<file path="src/rtl/pixel_readout_buffer.sv">
// Row-word FIFO between the pixel readout buses and an 8-bit valid/ready pixel stream.
// Each strobe captures four pixels. They are sent out LSB-first, with sof, eol and eof markers.
module pixel_readout_buffer #(
  parameter int unsigned DEPTH = 8,
  parameter int unsigned ROWS  = 2
) (
  input  logic                    clk,
  input  logic                    reset,
  input  logic [15:0]             pixdata1,
  input  logic [15:0]             pixdata2,
  input  logic                    pix_valid,
  input  logic                    frame_start,
  output logic [7:0]              out_data,
  output logic                    out_valid,
  input  logic                    out_ready,
  output logic                    out_sof,
  output logic                    out_eol,
  output logic                    out_eof,
  output logic [$clog2(DEPTH):0]  fill_level,
  output logic                    overflow
);

  localparam int unsigned AW = $clog2(DEPTH);
  localparam int unsigned CW = AW + 1;
  localparam int unsigned RW = (ROWS > 1) ? $clog2(ROWS) : 1;

  typedef enum logic {S_EMPTY, S_SHIFT} state_t;

  state_t          state_q, state_d;
  logic [1:0]      idx_q, idx_d;
  logic [31:0]     word_q, word_d;
  logic [RW-1:0]   row_q, row_d;
  logic [7:0]      data_q, data_d;
  logic            valid_q, valid_d;
  logic            sof_q, sof_d;
  logic            eol_q, eol_d;
  logic            eof_q, eof_d;
  logic [AW-1:0]   wr_ptr_q, wr_ptr_d;
  logic [AW-1:0]   rd_ptr_q, rd_ptr_d;
  logic [CW-1:0]   count_q, count_d;
  logic            ovf_q, ovf_d;
  logic            sof_pend_q, sof_pend_d;
  logic [32:0]     mem_q [DEPTH];

  logic            push, pop, accept, tag;
  logic [32:0]     rd_word;
  logic [1:0]      nxt_idx;

  always_comb begin
    state_d    = state_q;
    idx_d      = idx_q;
    word_d     = word_q;
    row_d      = row_q;
    data_d     = data_q;
    valid_d    = valid_q;
    sof_d      = sof_q;
    eol_d      = eol_q;
    eof_d      = eof_q;
    wr_ptr_d   = wr_ptr_q;
    rd_ptr_d   = rd_ptr_q;
    count_d    = count_q;
    ovf_d      = ovf_q;
    nxt_idx    = idx_q + 2'd1;
    rd_word    = mem_q[rd_ptr_q];

    // A full FIFO refuses the strobe even when a pop happens in the same cycle.
    push       = pix_valid && (count_q != CW'(DEPTH));
    accept     = valid_q && out_ready;
    pop        = (count_q != '0) &&
                 ((state_q == S_EMPTY) || (accept && (idx_q == 2'd3)));
    tag        = sof_pend_q || frame_start;
    sof_pend_d = push ? 1'b0 : tag;

    if (pix_valid && !push) ovf_d = 1'b1;
    if (push) wr_ptr_d = wr_ptr_q + AW'(1);
    if (pop)  rd_ptr_d = rd_ptr_q + AW'(1);

    case ({push, pop})
      2'b10:   count_d = count_q + CW'(1);
      2'b01:   count_d = count_q - CW'(1);
      default: count_d = count_q;
    endcase

    if (pop) begin
      state_d = S_SHIFT;
      idx_d   = 2'd0;
      word_d  = rd_word[31:0];
      row_d   = rd_word[32] ? '0 :
                ((row_q == RW'(ROWS - 1)) ? '0 : row_q + RW'(1));
      valid_d = 1'b1;
      data_d  = rd_word[7:0];
      sof_d   = rd_word[32];
      eol_d   = 1'b0;
      eof_d   = 1'b0;
    end else if (accept) begin
      if (idx_q == 2'd3) begin
        state_d = S_EMPTY;
        valid_d = 1'b0;
        data_d  = 8'd0;
        sof_d   = 1'b0;
        eol_d   = 1'b0;
        eof_d   = 1'b0;
      end else begin
        idx_d   = nxt_idx;
        data_d  = word_q[{nxt_idx, 3'b000} +: 8];
        sof_d   = 1'b0;
        eol_d   = (nxt_idx == 2'd3);
        eof_d   = (nxt_idx == 2'd3) && (row_q == RW'(ROWS - 1));
      end
    end
  end

  always_ff @(posedge clk) begin
    if (reset) begin
      state_q    <= S_EMPTY;
      idx_q      <= 2'd0;
      word_q     <= 32'd0;
      row_q      <= '0;
      data_q     <= 8'd0;
      valid_q    <= 1'b0;
      sof_q      <= 1'b0;
      eol_q      <= 1'b0;
      eof_q      <= 1'b0;
      wr_ptr_q   <= '0;
      rd_ptr_q   <= '0;
      count_q    <= '0;
      ovf_q      <= 1'b0;
      sof_pend_q <= 1'b0;
    end else begin
      state_q    <= state_d;
      idx_q      <= idx_d;
      word_q     <= word_d;
      row_q      <= row_d;
      data_q     <= data_d;
      valid_q    <= valid_d;
      sof_q      <= sof_d;
      eol_q      <= eol_d;
      eof_q      <= eof_d;
      wr_ptr_q   <= wr_ptr_d;
      rd_ptr_q   <= rd_ptr_d;
      count_q    <= count_d;
      ovf_q      <= ovf_d;
      sof_pend_q <= sof_pend_d;
    end
  end

  // Storage needs no reset: the pointers and the count decide what is valid.
  always_ff @(posedge clk) begin
    if (push) mem_q[wr_ptr_q] <= {tag, pixdata2, pixdata1};
  end

  assign out_data   = data_q;
  assign out_valid  = valid_q;
  assign out_sof    = sof_q;
  assign out_eol    = eol_q;
  assign out_eof    = eof_q;
  assign fill_level = count_q;
  assign overflow   = ovf_q;

endmodule
</file>
<file path="config.mk">
export PLATFORM = sky130hd
export DESIGN_NAME = pixel_readout_buffer
export DESIGN_NICKNAME = d
export VERILOG_FILES = /design/src/rtl/pixel_readout_buffer.sv
export SDC_FILE = /design/constraint.sdc
export NUM_CORES = 1
export LEC_CHECK = 0
export BUFFER_PORTS_ARGS = -buffer_cell sky130_fd_sc_hd__buf_2
export CORE_ASPECT_RATIO = 1.75
export CORE_MARGIN = 2
export CORE_UTILIZATION = 45
export CTS_CLUSTER_DIAMETER = 200
export CTS_CLUSTER_SIZE = 10
export DETAILED_ROUTE_END_ITERATION = 12
export GPL_TIMING_DRIVEN = 0
export PLACE_DENSITY_LB_ADDON = 0.3
export SYNTH_ARGS = -nofsm -noshare
export SYNTH_HDL_FRONTEND = slang
export SYNTH_SLANG_ARGS = --single-unit
</file>
<file path="constraint.sdc">
create_clock -name clk -period 5.6 [get_ports clk]
set_clock_uncertainty 0.15 [all_clocks]
set_input_delay 0.56 -clock clk [delete_from_list [all_inputs] [get_ports clk]]
set_output_delay 0.56 -clock clk [all_outputs]
set_load 0.02 [all_outputs]
</file>
==> impl_metrics.csv <==
group,metric,value,unit
status,outcome,"finished clean",
power_and_ir_drop,p_per_area,470.0,mW/mm^2
synth,syn-num-nets,716,
sta,worst_pin_slew,0.9578,ns
global_route,antenna_found_initial,1,
floorplanning,start_util,0.4581,
clocking,cts-resized-gates,0,
global_route,top_usage_layer,"met2",
power_and_ir_drop,p_leak,0.004820,uW
detailed_routing,vias_per_cell,5.549,
critical_path,r2r-start,"idx_q[1]",
finish,fin_nets,834,
clocking,ctsHtreeMaxLevel,2,
sta,period_share,0.5759,
synth,synth_cell_type_count,46,
clocking,cts.clk_slew.worst_paths,0.06,ns
min_path,min_delay_path_depth,1,
critical_path,required,5.90,ns
global_route,globalRoute.totalOverflow,0,
detailed_routing,firstDrtPassIters,5,
critical_path,reg2reg_to,"fill_level[2]",
finish,final_cell_mix,"edfxtp_1 (264), buf_2 (66), mux4_2 (64), dfxtp_1 (62), nor2_1 (46)",
place,port_buffers,52,
floorplanning,num_io_pins,54,
detailed_routing,detail-route-antenna-nets,0,
finish,fillers,2149,
clocking,cts_setup_buffers,0,
critical_path,cp_max_fo,11,
critical_path,worstSetupPathType,"register to register",
synth,synth-edff-count,264,
sta,timing.final.crit_period,3.225,ns
finish,diodes,0,
global_route,use_met3,0.02735,
clocking,cts_root_buf,"clkbuf_16",
finish,syn_to_final_growth,17.78,%
detailed_routing,drt_iter0_markers,543,
finish,mostFrequentLayoutCell,"edfxtp_1",
synth,synth_warnings,0,
sta,whs,0.1580,ns
critical_path,cp.arrival,3.52,ns
global_route,grt_max_degree,23,
clocking,clockBufferDepth,3,
critical_path,critPathCaptureType,"register",
sta,drv_slew,0,
sta,rsz0062_at_grt,"false",
power_and_ir_drop,p_total,6905,uW
critical_path,critPathLaunch,"idx_q[1]",
synth,synthArstFlopShare,0,
clocking,cts_tree,"done",
sta,setup_viol,0,
detailed_routing,finalWirelength,27330,um
sta,hold_viol_final,0,
global_route,grt_util_met2,0.3553,
floorplanning,rows,80,
synth,synth_ff_type,"edfxtp_1",
global_route,grt_pass1_vias,7007,
clocking,cts_made_buffers,38,
sta,max_slew_margin,0.3614,
critical_path,worstSetupStartpointType,"register",
clocking,clock_sinks,326,
finish,drive_gt1_frac,0.2668,
floorplanning,die-height,224.2,um
clocking,hold_buffers,0,
detailed_routing,num_vias,6581,
synth,synth_area,0.01247,mm^2
critical_path,critPathCapture,"fill_level[2]",
global_route,grt_util_all_layers,0.1942,
place,place.gp.congestion,0.8586,
floorplanning,die_w,129.8,um
critical_path,r2r_setup_slack,2.38,ns
floorplanning,die-area,0.02912,mm^2
synth,ys_seq_area_frac,0.7352,
min_path,hold_class,"input pin to register",
sta,fmax,0.3101,GHz
detailed_routing,drc,0,
run,cap_violations,0,
global_route,grt_pass1_wl,41540,um
global_route,gr-usage-met1,0.2239,
critical_path,reg2reg_depth,12,
power_and_ir_drop,peakVddDrop,0.2097,mV
floorplanning,coreArea,0.02723,mm^2
synth,yosys_register_bits,326,
synth,postSynthAreaPerCell,18.59,um^2
clocking,clock_latency,0.52,ns
synth,syn-instance-count,671,
place,dp_hpwl,19050,um
detailed_routing,wl_per_cell,23.04,um
-- sequential cells by signal, summed over array words and instances, names as in the netlist, 2 cells and up, named ones only --
signal,count
idx_q,2
rd_ptr_q,3
mem_q,264
word_q,32
fill_level,4
wr_ptr_q,3
out_data,8
-- where the power goes --
group          internal, uW  switching, uW  total [uW]
Sequential             2880            127        3010
Combinational           688            921        1610
Clock                  1400            890        2290
Total                  4970           1940        6900
-- final cells by class --
type	count	area (um^2)	area share
Buffer	40	193.9	0.01320
Clock buffer	67	1124	0.07649
Clock inverter	1	30.03	0.002044
Inverter	5	18.77	0.001278
Multi-Input combinational cell	300	3139	0.2137
Sequential cell	326	9169	0.6242
Tap cell	369	461.7	0.03143
Timing Repair Buffer	78	553.0	0.03765
-- critical path, cell delays in order (launching register included) --
cell	delay [ns]
dfxtp_1	0.38
ha_1	0.26
a21bo_2	0.19
nand2_1	0.10
inv_2	0.20
buf_1	0.49
ha_1	0.36
xor2_1	0.19
ha_1	0.18
a21oi_1	0.05
xor2_1	0.16
or3_1	0.31
a21oi_1	0.13
-- through the flow --
stage	cells	setup WS [ns]	utilization	cell area, um^2	TNS [ns]
2_1_floorplan	671	0.6526	-	12470	0
6_report	1186	2.375	0.5395	14690	0
3_3_place_gp	1092	-2.732	0.4846	13190	-216.12
4_1_cts	1186	2.399	0.5395	14690	0
3_5_place_dp	1118	2.425	0.4972	13540	0
5_1_grt	1186	2.182	0.5395	14690	0
-- cells by family (layout without fill, tap and decap cells) --
family / after synthesis / after routing / synth area share
adders and majority gates: 8 / 8 / 0.008026
AOI/OAI and AO/OA: 72 / 72 / 0.04203
xor gates and xnor gates: 8 / 8 / 0.005618
and+or+nand+nor: 102 / 102 / 0.03682
buffers and inverters: 45 / 191 / 0.01705
DFF: 326 / 326 / 0.7352
muxes: 110 / 110 / 0.1553
-- routing by layer --
layer | up-vias | share of wire
li1 | 2932 | -
met1 | 3393 | 0.38
met2 | 194 | 0.55
met3 | 62 | 0.039
met4 | 0 | 0.034
met5 | - | 0
-- worst min-delay path by stage --
stage,start,endpoint,slack (ns)
finish,pixdata2[8],mem_q[3][24],0.16
global route,pixdata2[10],mem_q[2][26],0.16
CTS,pixdata2[8],mem_q[3][24],0.15
detailed placement,word_q[0],word_q[0],0.31
global placement,word_q[1],word_q[1],0.30
floorplan,word_q[0],word_q[0],0.28
-- cell usage after synthesis, types with 2 or more instances --
| library cell | count | area share |
|---|---|---|
| a211oi_1 | 25 | 0.015 |
| a21oi_1 | 14 | 0.0056 |
| a21oi_2 | 2 | 0.0014 |
| a22oi_1 | 9 | 0.0054 |
| a311oi_1 | 8 | 0.0056 |
| buf_1 | 4 | 0.0012 |
| buf_2 | 14 | 0.0056 |
| buf_6 | 3 | 0.0027 |
| clkbuf_1 | 18 | 0.0054 |
| dfxtp_1 | 62 | 0.10 |
| edfxtp_1 | 264 | 0.64 |
| ha_1 | 8 | 0.0080 |
| inv_1 | 4 | 0.0012 |
| mux2i_1 | 42 | 0.034 |
| mux4_1 | 2 | 0.0042 |
| mux4_2 | 64 | 0.12 |
| nand2_1 | 24 | 0.0072 |
| nand2b_1 | 4 | 0.0020 |
| nand3_1 | 4 | 0.0016 |
| nor2_1 | 49 | 0.015 |
| nor3_1 | 7 | 0.0028 |
| nor4_1 | 2 | 0.0010 |
| o211ai_1 | 8 | 0.0048 |
| or3_1 | 2 | 0.0010 |
| xnor2_1 | 2 | 0.0014 |
| xor2_1 | 6 | 0.0042 |
(Power assumes the default switching activity.)
